### config.mk
export PLATFORM = sky130hd
export DESIGN_NAME = aes_sub_bytes_engine
export DESIGN_NICKNAME = d
export VERILOG_FILES = /design/src/rtl/aes_pkg.sv /design/src/rtl/aes_sbox_lane.sv /design/src/rtl/aes_sub_bytes_engine.sv
export SDC_FILE = /design/constraint.sdc
export NUM_CORES = 1
export LEC_CHECK = 0
export CELL_PAD_IN_SITES_DETAIL_PLACEMENT = 1
export CELL_PAD_IN_SITES_GLOBAL_PLACEMENT = 1
export CORE_MARGIN = 2
export CORE_UTILIZATION = 35
export CTS_CLUSTER_DIAMETER = 60
export CTS_CLUSTER_SIZE = 14
export DETAILED_ROUTE_END_ITERATION = 10
export PLACE_DENSITY_LB_ADDON = 0.1
export REMOVE_ABC_BUFFERS = 1
export SLEW_MARGIN = 20
export SYNTH_ARGS = -nofsm -noshare
export SYNTH_HDL_FRONTEND = slang
export SYNTH_SLANG_ARGS = --single-unit
export TNS_END_PERCENT = 10
### constraint.sdc
create_clock -name clk -period 5.2 [get_ports clk]
set_input_delay 0.78 -clock clk [delete_from_list [all_inputs] [get_ports clk]]
set_output_delay 0.78 -clock clk [all_outputs]
set_load 0.1 [all_outputs]
### src/rtl/aes_pkg.sv
// Shared AES constants for the SubBytes datapath: byte width, engine state
// encoding, forward S-box and (when AES_INV_SBOX_EN is defined) inverse S-box.
package aes_pkg;

  localparam int unsigned BYTE_W = 8;

  typedef enum logic [1:0] {
    IDLE = 2'd0,
    SUB  = 2'd1,
    DONE = 2'd2
  } sub_state_t;

  // Forward S-box, index = input byte
  localparam logic [BYTE_W-1:0] SBOX [256] = '{
    8'h63, 8'h7c, 8'h77, 8'h7b, 8'hf2, 8'h6b, 8'h6f, 8'hc5, 8'h30, 8'h01, 8'h67, 8'h2b, 8'hfe, 8'hd7, 8'hab, 8'h76,
    8'hca, 8'h82, 8'hc9, 8'h7d, 8'hfa, 8'h59, 8'h47, 8'hf0, 8'had, 8'hd4, 8'ha2, 8'haf, 8'h9c, 8'ha4, 8'h72, 8'hc0,
    8'hb7, 8'hfd, 8'h93, 8'h26, 8'h36, 8'h3f, 8'hf7, 8'hcc, 8'h34, 8'ha5, 8'he5, 8'hf1, 8'h71, 8'hd8, 8'h31, 8'h15,
    8'h04, 8'hc7, 8'h23, 8'hc3, 8'h18, 8'h96, 8'h05, 8'h9a, 8'h07, 8'h12, 8'h80, 8'he2, 8'heb, 8'h27, 8'hb2, 8'h75,
    8'h09, 8'h83, 8'h2c, 8'h1a, 8'h1b, 8'h6e, 8'h5a, 8'ha0, 8'h52, 8'h3b, 8'hd6, 8'hb3, 8'h29, 8'he3, 8'h2f, 8'h84,
    8'h53, 8'hd1, 8'h00, 8'hed, 8'h20, 8'hfc, 8'hb1, 8'h5b, 8'h6a, 8'hcb, 8'hbe, 8'h39, 8'h4a, 8'h4c, 8'h58, 8'hcf,
    8'hd0, 8'hef, 8'haa, 8'hfb, 8'h43, 8'h4d, 8'h33, 8'h85, 8'h45, 8'hf9, 8'h02, 8'h7f, 8'h50, 8'h3c, 8'h9f, 8'ha8,
    8'h51, 8'ha3, 8'h40, 8'h8f, 8'h92, 8'h9d, 8'h38, 8'hf5, 8'hbc, 8'hb6, 8'hda, 8'h21, 8'h10, 8'hff, 8'hf3, 8'hd2,
    8'hcd, 8'h0c, 8'h13, 8'hec, 8'h5f, 8'h97, 8'h44, 8'h17, 8'hc4, 8'ha7, 8'h7e, 8'h3d, 8'h64, 8'h5d, 8'h19, 8'h73,
    8'h60, 8'h81, 8'h4f, 8'hdc, 8'h22, 8'h2a, 8'h90, 8'h88, 8'h46, 8'hee, 8'hb8, 8'h14, 8'hde, 8'h5e, 8'h0b, 8'hdb,
    8'he0, 8'h32, 8'h3a, 8'h0a, 8'h49, 8'h06, 8'h24, 8'h5c, 8'hc2, 8'hd3, 8'hac, 8'h62, 8'h91, 8'h95, 8'he4, 8'h79,
    8'he7, 8'hc8, 8'h37, 8'h6d, 8'h8d, 8'hd5, 8'h4e, 8'ha9, 8'h6c, 8'h56, 8'hf4, 8'hea, 8'h65, 8'h7a, 8'hae, 8'h08,
    8'hba, 8'h78, 8'h25, 8'h2e, 8'h1c, 8'ha6, 8'hb4, 8'hc6, 8'he8, 8'hdd, 8'h74, 8'h1f, 8'h4b, 8'hbd, 8'h8b, 8'h8a,
    8'h70, 8'h3e, 8'hb5, 8'h66, 8'h48, 8'h03, 8'hf6, 8'h0e, 8'h61, 8'h35, 8'h57, 8'hb9, 8'h86, 8'hc1, 8'h1d, 8'h9e,
    8'he1, 8'hf8, 8'h98, 8'h11, 8'h69, 8'hd9, 8'h8e, 8'h94, 8'h9b, 8'h1e, 8'h87, 8'he9, 8'hce, 8'h55, 8'h28, 8'hdf,
    8'h8c, 8'ha1, 8'h89, 8'h0d, 8'hbf, 8'he6, 8'h42, 8'h68, 8'h41, 8'h99, 8'h2d, 8'h0f, 8'hb0, 8'h54, 8'hbb, 8'h16
  };

`ifdef AES_INV_SBOX_EN
  // Inverse S-box, index = input byte
  localparam logic [BYTE_W-1:0] INV_SBOX [256] = '{
    8'h52, 8'h09, 8'h6a, 8'hd5, 8'h30, 8'h36, 8'ha5, 8'h38, 8'hbf, 8'h40, 8'ha3, 8'h9e, 8'h81, 8'hf3, 8'hd7, 8'hfb,
    8'h7c, 8'he3, 8'h39, 8'h82, 8'h9b, 8'h2f, 8'hff, 8'h87, 8'h34, 8'h8e, 8'h43, 8'h44, 8'hc4, 8'hde, 8'he9, 8'hcb,
    8'h54, 8'h7b, 8'h94, 8'h32, 8'ha6, 8'hc2, 8'h23, 8'h3d, 8'hee, 8'h4c, 8'h95, 8'h0b, 8'h42, 8'hfa, 8'hc3, 8'h4e,
    8'h08, 8'h2e, 8'ha1, 8'h66, 8'h28, 8'hd9, 8'h24, 8'hb2, 8'h76, 8'h5b, 8'ha2, 8'h49, 8'h6d, 8'h8b, 8'hd1, 8'h25,
    8'h72, 8'hf8, 8'hf6, 8'h64, 8'h86, 8'h68, 8'h98, 8'h16, 8'hd4, 8'ha4, 8'h5c, 8'hcc, 8'h5d, 8'h65, 8'hb6, 8'h92,
    8'h6c, 8'h70, 8'h48, 8'h50, 8'hfd, 8'hed, 8'hb9, 8'hda, 8'h5e, 8'h15, 8'h46, 8'h57, 8'ha7, 8'h8d, 8'h9d, 8'h84,
    8'h90, 8'hd8, 8'hab, 8'h00, 8'h8c, 8'hbc, 8'hd3, 8'h0a, 8'hf7, 8'he4, 8'h58, 8'h05, 8'hb8, 8'hb3, 8'h45, 8'h06,
    8'hd0, 8'h2c, 8'h1e, 8'h8f, 8'hca, 8'h3f, 8'h0f, 8'h02, 8'hc1, 8'haf, 8'hbd, 8'h03, 8'h01, 8'h13, 8'h8a, 8'h6b,
    8'h3a, 8'h91, 8'h11, 8'h41, 8'h4f, 8'h67, 8'hdc, 8'hea, 8'h97, 8'hf2, 8'hcf, 8'hce, 8'hf0, 8'hb4, 8'he6, 8'h73,
    8'h96, 8'hac, 8'h74, 8'h22, 8'he7, 8'had, 8'h35, 8'h85, 8'he2, 8'hf9, 8'h37, 8'he8, 8'h1c, 8'h75, 8'hdf, 8'h6e,
    8'h47, 8'hf1, 8'h1a, 8'h71, 8'h1d, 8'h29, 8'hc5, 8'h89, 8'h6f, 8'hb7, 8'h62, 8'h0e, 8'haa, 8'h18, 8'hbe, 8'h1b,
    8'hfc, 8'h56, 8'h3e, 8'h4b, 8'hc6, 8'hd2, 8'h79, 8'h20, 8'h9a, 8'hdb, 8'hc0, 8'hfe, 8'h78, 8'hcd, 8'h5a, 8'hf4,
    8'h1f, 8'hdd, 8'ha8, 8'h33, 8'h88, 8'h07, 8'hc7, 8'h31, 8'hb1, 8'h12, 8'h10, 8'h59, 8'h27, 8'h80, 8'hec, 8'h5f,
    8'h60, 8'h51, 8'h7f, 8'ha9, 8'h19, 8'hb5, 8'h4a, 8'h0d, 8'h2d, 8'he5, 8'h7a, 8'h9f, 8'h93, 8'hc9, 8'h9c, 8'hef,
    8'ha0, 8'he0, 8'h3b, 8'h4d, 8'hae, 8'h2a, 8'hf5, 8'hb0, 8'hc8, 8'heb, 8'hbb, 8'h3c, 8'h83, 8'h53, 8'h99, 8'h61,
    8'h17, 8'h2b, 8'h04, 8'h7e, 8'hba, 8'h77, 8'hd6, 8'h26, 8'he1, 8'h69, 8'h14, 8'h63, 8'h55, 8'h21, 8'h0c, 8'h7d
  };
`endif

endpackage

### src/rtl/aes_sbox_lane.sv
// One byte-wide S-box lane: purely combinational table lookup.
// Build option: AES_INV_SBOX_EN adds the inverse table and the inv select;
// without it inv is ignored and the lane is forward-only.
// Ports: din  - byte in
//        inv  - 1 selects inverse S-box
//        dout - substituted byte
module aes_sbox_lane
  import aes_pkg::*;
(
  input  logic [BYTE_W-1:0] din,
  input  logic              inv,
  output logic [BYTE_W-1:0] dout
);

`ifdef AES_INV_SBOX_EN
  assign dout = inv ? INV_SBOX[din] : SBOX[din];
`else
  logic unused_inv;
  assign unused_inv = inv;
  assign dout       = SBOX[din];
`endif

endmodule

### src/rtl/aes_sub_bytes_engine.sv
// Handshaked AES SubBytes/InvSubBytes engine. One 128-bit state per
// transaction, LANES bytes substituted per cycle over 16/LANES beats.
// Build option: AES_INV_SBOX_EN enables InvSubBytes via in_inv; otherwise
// in_inv is ignored and every transaction is forward SubBytes.
// Ports: clk, rst_n (async active-low)
//        in_valid/in_ready/in_block/in_inv  - input handshake, byte i = [8i+7:8i]
//        out_valid/out_ready/out_block      - result handshake
//        busy                               - high while in SUB or DONE
module aes_sub_bytes_engine
  import aes_pkg::*;
#(
  parameter int unsigned LANES = 4
) (
  input  logic           clk,
  input  logic           rst_n,
  input  logic           in_valid,
  output logic           in_ready,
  input  logic [127:0]   in_block,
  input  logic           in_inv,
  output logic           out_valid,
  input  logic           out_ready,
  output logic [127:0]   out_block,
  output logic           busy
);

  localparam int unsigned NBYTE     = 16;
  localparam int unsigned BLOCK_W   = NBYTE * BYTE_W;
  localparam int unsigned NBEAT     = NBYTE / LANES;
  localparam int unsigned BEAT_W    = (NBEAT > 1) ? $clog2(NBEAT) : 1;
  localparam logic [BEAT_W-1:0] LAST_BEAT = BEAT_W'(NBEAT - 1);

  // Reject unsupported lane counts at elaboration
  if (!(LANES == 1 || LANES == 2 || LANES == 4 || LANES == 8 || LANES == 16)) begin : g_bad_lanes
    $error("aes_sub_bytes_engine: LANES must be 1, 2, 4, 8 or 16");
  end

  sub_state_t          state, state_nxt;
  logic [BEAT_W-1:0]   beat, beat_nxt;
  logic [BLOCK_W-1:0]  work, work_nxt, work_sub;
  logic                mode;
  logic                accept;
  logic [3:0]          base;

  logic [BYTE_W-1:0]   lane_din  [LANES];
  logic [BYTE_W-1:0]   lane_dout [LANES];

  // Input side may accept in IDLE, or in DONE in the same edge the result leaves
  assign in_ready  = (state == IDLE) || ((state == DONE) && out_ready);
  assign accept    = in_valid && in_ready;
  assign out_block = work;

  // First byte index handled this beat
  assign base = 4'(32'(beat) * LANES);

`ifdef AES_INV_SBOX_EN
  // Mode captured with the block it applies to
  always_ff @(posedge clk or negedge rst_n) begin
    if (!rst_n) begin
      mode <= 1'b0;
    end else if (accept) begin
      mode <= in_inv;
    end
  end
`else
  logic unused_in_inv;
  assign unused_in_inv = in_inv;
  assign mode          = 1'b0;
`endif

  // S-box lanes over the current beat's bytes
  for (genvar j = 0; j < LANES; j++) begin : g_lane
    assign lane_din[j] = work[{base + 4'(j), 3'b000} +: BYTE_W];
    aes_sbox_lane u_lane (
      .din  (lane_din[j]),
      .inv  (mode),
      .dout (lane_dout[j])
    );
  end

  // Working register with this beat's bytes replaced
  always_comb begin
    work_sub = work;
    for (int j = 0; j < LANES; j++) begin
      work_sub[{base + 4'(j), 3'b000} +: BYTE_W] = lane_dout[j];
    end
  end

  // Next-state / datapath decode
  always_comb begin
    state_nxt = state;
    beat_nxt  = beat;
    work_nxt  = work;
    case (state)
      IDLE: begin
        if (accept) begin
          state_nxt = SUB;
          beat_nxt  = '0;
          work_nxt  = in_block;
        end
      end
      SUB: begin
        work_nxt = work_sub;
        beat_nxt = beat + 1'b1;
        if (beat == LAST_BEAT) begin
          state_nxt = DONE;
        end
      end
      DONE: begin
        if (accept) begin
          state_nxt = SUB;
          beat_nxt  = '0;
          work_nxt  = in_block;
        end else if (out_ready) begin
          state_nxt = IDLE;
        end
      end
      default: state_nxt = IDLE;
    endcase
  end

  // State, datapath and registered status outputs
  always_ff @(posedge clk or negedge rst_n) begin
    if (!rst_n) begin
      state     <= IDLE;
      beat      <= '0;
      work      <= '0;
      out_valid <= 1'b0;
      busy      <= 1'b0;
    end else begin
      state     <= state_nxt;
      beat      <= beat_nxt;
      work      <= work_nxt;
      out_valid <= (state_nxt == DONE);
      busy      <= (state_nxt != IDLE);
    end
  end

endmodule
Word level (Yosys, flattened, before mapping)
Memories as Yosys holds them, arrays and structs flattened.
Index checks and enable logic that the tools add are counted.
- add/subtract/negate cells: 8
- multiply operators: 0
- divide/modulo/power cells: 0
- $lt $le $gt $ge: 4
- equal/unequal tests: 5
- shift operators: 12
- multiplexer cells: 21
- bitwise logic cells: 4
- reductions and logical operators: 8
- operators with widths (kind ; number):
    $bwmux W128 ; 4
    $shift A8 B9 Y128 const A ; 4
    $shiftx A128 B8 Y8 ; 4
    $shiftx A8 B9 Y128 ; 4
    $pmux W128 S2 ; 1
    $mux W128 ; 1
    $mux W8 ; 8
    $ge A9 B9 Y1 const B ; 4
    $neg A7 Y9 ; 4
    $not A8 Y9 ; 4
    $mux W2 ; 5
    $add A4 B2 Y4 const B ; 2
    $eq A2 B2 Y1 const B ; 3
    $pmux W2 S3 ; 1
    $add A4 B1 Y4 const B ; 1
    $pmux W2 S2 ; 1
    $reduce_bool A2 Y1 ; 2
    $add A2 B1 Y2 const B ; 1
    $eq A2 B1 Y1 const B ; 1
    $logic_and A1 B1 Y1 ; 2
    $logic_not A2 Y1 ; 1
    $ne A2 B1 Y1 const B ; 1
    $reduce_and A2 Y1 ; 1
    $reduce_or A2 Y1 ; 1
    $logic_or A1 B1 Y1 ; 1
- register bits: 134
- bits in latches: 0
- memory bits (writable): 0
- ROM bits: 8192
- input port bits: 133
- output and inout port bits: 131
- logic and storage cells: 71
- memories: 4
- memories (name ; words ; bits a word ; rd ports ; clocked after memory_dff ; wr ports ; line ; RTL):
    (name not given) ; 256 ; 8 ; 1 ; 0 ; 0 ; aes_sbox_lane.sv:20 ; assign dout = SBOX[din];
    (name not given) ; 256 ; 8 ; 1 ; 0 ; 0 ; aes_sbox_lane.sv:20 ;
    (name not given) ; 256 ; 8 ; 1 ; 0 ; 0 ; aes_sbox_lane.sv:20 ;
    (name not given) ; 256 ; 8 ; 1 ; 0 ; 0 ; aes_sbox_lane.sv:20 ;

Logic depth before layout (Yosys ltp)
- depth after elaboration: 11
- depth in mapped cells: 17
- depth with buffers taken out: 11

Modules after synthesis
From an unflattened synthesis, not the netlist that was laid out.
- cell total of the unflattened synthesis: 2644
- area total of the unflattened synthesis: 20460.9 um^2
- modules (own cells, without submodules) (module ; times used ; cells an instance ; area each (um^2) ; sequential area each (um^2)):
    aes_sub_bytes_engine ; 1 ; 532 ; 7473.4 ; 3353.2
    aes_sbox_lane (g_lane[0].u_lane ...) ; 2 ; 525 ; 3221.8 ; 0.0
    aes_sbox_lane (g_lane[2].u_lane) ; 1 ; 530 ; 3326.9 ; 0.0
    aes_sbox_lane (g_lane[3].u_lane) ; 1 ; 532 ; 3216.8 ; 0.0

Least setup slack after synthesis
Ideal clock, no wire load.
- path kind: flip-flop to flip-flop
- start: register work[40], in the netlist out_block[40]
- end: register work[107], in the netlist out_block[107]
- setup time: 132 ps
- arrival time: 4003 ps
- data required time: 5068 ps
- setup slack: 1065 ps
- stages on the path, launching flop included: 15
- buffers on the path: 4
- clock period less this slack: 4135 ps
- cells stage by stage: dfrtp_1 -> mux4_2 -> clkbuf_1 -> clkbuf_1 -> ha_1 -> clkbuf_1 -> inv_1 -> or2_2 -> clkbuf_1 -> nand3_1 -> o21ai_0 -> a2111oi_0 -> nor4_1 -> a21oi_1 -> o31ai_1
- word-level cells in the longest chain between the ends: 10
- elaborated cells between the ends (all ways): 22
- those cells by class: shift (6); mux (10); bitwise (3); memory (3)
- RTL lines (element ; line ; RTL):
    start: declaration ; aes_sub_bytes_engine.sv:39 ; logic [BLOCK_W-1:0] work, work_nxt, work_sub;
    start signal: assignment ; aes_sub_bytes_engine.sv:132 ; work <= work_nxt;
    $shiftx A128 B8 Y8 ; aes_sub_bytes_engine.sv:72 ; assign lane_din[j] = work[{base + 4'(j), 3'b000} +: BYTE_W];
    $not A8 Y9 (implied by the code) ; aes_sbox_lane.sv:20 ;
    $mem_v2 Z256 W8 ; n/a ;
    $mux W8 (implied by the code) (2 in a row) ; aes_sbox_lane.sv:20 ;
    $shiftx A8 B9 Y128 ; aes_sub_bytes_engine.sv:84 ; work_sub[{base + 4'(j), 3'b000} +: BYTE_W] = lane_dout[j];
    $bwmux W128 (2 in a row) ; aes_sub_bytes_engine.sv:84 ;
    $bwmux W128 (*) ; aes_sub_bytes_engine.sv:84 ;
    $pmux W128 S2 (*) ; aes_sub_bytes_engine.sv:93 ; case (state)
Mark *: on every way between the ends. The rest lies on a longest branch, timed or not. The select of a mux whose other input is x is not followed.
A chain may end at the register's enable or synchronous reset.

Final worst setup path
- start: register beat[0]
- end: register work[50], in the netlist out_block[50]
- word-level cells in the longest chain between the ends: 11
- elaborated cells between the ends (all ways): 40
- those cells by class: add/sub (7); shift (12); mux (13); bitwise (4); memory (4)
- RTL lines (element ; line ; RTL):
    start: declaration ; aes_sub_bytes_engine.sv:38 ; logic [BEAT_W-1:0] beat, beat_nxt;
    start signal: assignment ; aes_sub_bytes_engine.sv:131 ; beat <= beat_nxt;
    $add A4 B1 Y4 or $shiftx A128 B8 Y8 (tied branches) ; aes_sub_bytes_engine.sv:72, aes_sub_bytes_engine.sv:84 ;
    $shiftx A128 B8 Y8 or $not A8 Y9 (tied branches) ; aes_sub_bytes_engine.sv:72, aes_sbox_lane.sv:20 ;
    $not A8 Y9 (implied by the code) or $mem_v2 Z256 W8 (tied branches) ; n/a ;
    $mem_v2 Z256 W8 or $mux W8 (tied branches) ; n/a ;
    $mux W8 (implied by the code) ; aes_sbox_lane.sv:20 ;
    $mux W8 (implied by the code) or $shiftx A8 B9 Y128 (tied branches) ; aes_sbox_lane.sv:20, aes_sub_bytes_engine.sv:84 ;
    $shiftx A8 B9 Y128 or $bwmux W128 (tied branches) ; aes_sub_bytes_engine.sv:84 ;
    $bwmux W128 (2 in a row) ; aes_sub_bytes_engine.sv:84 ;
    $bwmux W128 (*) ; aes_sub_bytes_engine.sv:84 ;
    $pmux W128 S2 (*) ; aes_sub_bytes_engine.sv:93 ;
Marks and branches as above.

==> summary.md <==
| Metric | Value |
|---|---|
| Post-layout minimum cycle time | `4.57 ns` |
| WP data required | `5.52 ns` |
| Worst Clk Skew | `0.0147 ns` |
| Total track usage | `40.5%` |
| Post-CTS setup buffer count | `0` |
| Worst Path Buf+Inv | `1` |
| Pin count of the biggest net entering global routing | `89` |
| Met1 GRT Util | `53.2%` |
| Synth cell types | `96` |
| DP HPWL | `90.6 mm` |
| Row cnt | `88` |
| Final hold violation count | `0` |
| Min-Delay Path Class | `in -> async` |
| Routing usage on met2 | `61.0%` |
| Final setup violation count | `0` |
| Die H | `245 microns` |
| Busiest layer in global routing | `met2` |
| Rel. slew slack | `22.9%` |
| Die width | `245 microns` |
| Crit-path slowest cell | `a2111oi_2` |
| CP arrival | `4.88 ns` |
| Routed WL per cell | `33.2 microns` |
| Crit start category | `register` |
| Post-Synth Adder-Cell Area | `3.33%` |
| Status | `completed` |
| MaxCap Viol Count | `0` |
| M3 GR Usage | `10.8%` |
| Root Buffer | `clkbuf_16` |
| Fillers | `7178` |
| Port Buffer Count | `262` |
| FF/Latch Area | `3360 sq um` |
| Sequence of cells on the critical path | `mux4_2 -> clkinv_1 -> ha_1 -> and2_1 -> o31ai_1 -> a221oi_1 -> nor4_1 -> a31oi_1 -> a2111oi_2 -> o21ai_0` |
| First-pass GRT wire length | `184 mm` |
| H-tree Lvls | `4` |
| Mux cell area share after synthesis | `7.87%` |
| Area Growth Syn to Fin | `19.5%` |
| CP Max Fanout | `22` |
| Number of synthesized flops with an enable pin | `0` |
| Worst skew pair latency | `0.49 ns` |
| Post-synthesis simple-gate area fraction | `24.0%` |
| CTS tree | `done` |
| Total Wirelength | `125 mm` |
| Final estimated routing congestion in global placement | `1.07` |
| Routed Antenna Nets | `0` |
| Critical path's largest stage delay | `0.77 ns` |
| # nets final | `3187` |
| Via density per instance | `7.25` |
| Post-cts resize count | `0` |
| Part of the cycle the worst path needs | `87.8%` |
| Register area share after synthesis | `16.5%` |
| Main combinational cell family by area after synthesis | `compound AO/OA/AOI/OAI gates` |
| Antenna violations before repair | `16` |
| R2R Path Start | `beat[0]` |
| Hold buffers post-CTS | `0` |
| RSZ-0062 raised after global routing | `false` |
| Bufs on Longest Clock Path | `2` |
| Drt pass-1 iters | `6` |
| Family with the most delay on the worst path | `compound AO/OA/AOI/OAI gates` |
| Slew Limit Fails | `0` |
| Mapped Area | `20300 sq um` |
| Area used by multi-input combinational logic | `15300 sq um` |
| Async SR Flop Fraction | `100%` |
| Min Hold Slack | `0.241 ns` |
| Sink Count | `134` |
| DR vias | `27400` |
| Number of synthesis warnings | `0` |
| CORE AREA | `57500 sq um` |
| Total grt overflow | `0` |
| Clock transition at the registers of the reported paths | `0.07 ns` |
| CP Capture Type | `register` |
| Compound-Gate Fraction of Synth Area | `39.3%` |
| Mapped Cells | `2896` |
| Iter 0 DRT Violations | `3696` |
| Vias in the first global route | `26900` |
| Share of layout cells above drive strength 1 | `9.56%` |
| # DRC | `0` |
| Mapped Avg Cell Area | `7.00 sq um` |
| Worst-margin pin slew | `1.15 ns` |
| Top FF cell, synth | `dfrtp_1` |
| WS Path Type | `reg -> reg` |
| Setup WS post-layout | `0.633 ns` |
| Final Core Density | `42.1%` |
| Pre-CTS setup slack | `0.777 ns` |
| Yosys reg bits | `134` |
| Peak Freq | `219 MHz` |
| CTS Buf Count | `17` |
| Boundary Pins | `264` |
| Post-Synth XOR/XNOR Area | `0.605%` |
| CP startpoint | `beat[0]` |
| Initial Utilization | `35.3%` |
| Total die area | `59900 sq um` |
## cell usage in the layout, fill, tap and decap left out, types with 17 or more instances in the layout
| cell | synthesis | final |
|---|---|---|
| a2111oi_0 | 24 | 24 |
| a211oi_1 | 61 | 61 |
| a21oi_1 | 332 | 332 |
| a221oi_1 | 39 | 39 |
| a311oi_1 | 23 | 23 |
| a31oi_1 | 53 | 53 |
| and2_1 | 26 | 26 |
| and3_1 | 142 | 142 |
| buf_4 | 11 | 144 |
| clkbuf_16 | 0 | 17 |
| clkdlybuf4s50_1 | 0 | 260 |
| dfrtp_1 | 134 | 132 |
| ha_1 | 54 | 54 |
| inv_1 | 41 | 38 |
| mux2_2 | 26 | 26 |
| mux2i_1 | 62 | 61 |
| mux4_2 | 25 | 26 |
| nand2_1 | 251 | 250 |
| nand2b_1 | 59 | 59 |
| nand3_1 | 74 | 74 |
| nand4_1 | 22 | 22 |
| nor2_1 | 187 | 187 |
| nor2b_1 | 33 | 33 |
| nor3_1 | 89 | 89 |
| o2111ai_1 | 25 | 25 |
| o211ai_1 | 76 | 76 |
| o21ai_0 | 289 | 289 |
| o21ai_1 | 29 | 26 |
| o221ai_1 | 30 | 30 |
| o22ai_1 | 25 | 25 |
| o311ai_0 | 20 | 20 |
| o31ai_1 | 25 | 25 |
| or2_2 | 19 | 19 |
## synth_stat cells, types with 61 or more instances
cell	number	area, sq um
nand2_1	251	942
and3_1	142	888
o21ai_0	289	1450
nor3_1	89	445
clkbuf_1	180	676
nand3_1	74	370
buf_2	107	536
o211ai_1	76	571
a211oi_1	61	458
a21oi_1	332	1660
nor2_1	187	702
mux2i_1	62	621
dfrtp_1	134	3350
## sequential cells by signal, indices dropped and copies added, names as in the netlist
register and count:
out_block 128, beat 2, busy 1, state 2
out_valid 1
## worst register-to-register path, delay by kind of cell, from the launching register on
family	cells	cell delay, ns
compound gates	5	1.69
flops	1	0.68
buf+inv	1	0.37
mux	1	0.45
simple gates	2	0.61
fa+ha+maj	1	0.59
## final timing paths
kind / to / slack [ns] / cells past startpoint
min: out_block[62] / 0.24 / 1
min in group clk: out_block[16] / 0.52 / 2
max in group asynchronous: out_block[21] / 3.90 / 2
min reg2reg: out_block[16] / 0.52 / 2
max: out_block[50] / 0.63 / 10
max reg2reg: out_block[50] / 0.63 / 10
## cell families (layout without fill, tap and decap cells)
family	Yosys count	after routing
adder cells (fa/ha/maj)	54	54
AND/OR/NAND/NOR	974	974
other	0	4
XOR/XNOR	14	14
multiplexers	118	118
flip-flops	134	134
AO/OA/AOI/OAI	1228	1228
buffers and inverters	374	490
## routing by layer
| layer | share of wire [%] | vias to the layer above |
|---|---|---|
| li1 | - | 11300 |
| met1 | 40 | 13500 |
| met2 | 43 | 2051 |
| met3 | 11 | 509 |
| met4 | 5.9 | 18 |
| met5 | 0.092 | - |
## final cells by class
cell class	count	share of cell area (%)
clock inverters	10	0.496
multi-input cells	2388	63.0
flip-flops and latches	134	13.9
clock buffers	21	1.98
repair buffers	413	15.9
inverters	46	0.718
well taps	765	3.95
diodes	4	0.0413
## through the flow
step	cell area (sq um)	instances	setup TNS (ns)
after floorplan	18700	2568	-79.47
after global placement	23600	3746	0
after detailed placement	23600	3746	0
after CTS	24200	3777	0
after global routing	24200	3779	0
final	24200	3781	0
Power is left out: the tool's default activity adds up to more than one toggle a clock period on the data nets, which glitch-free logic cannot reach.
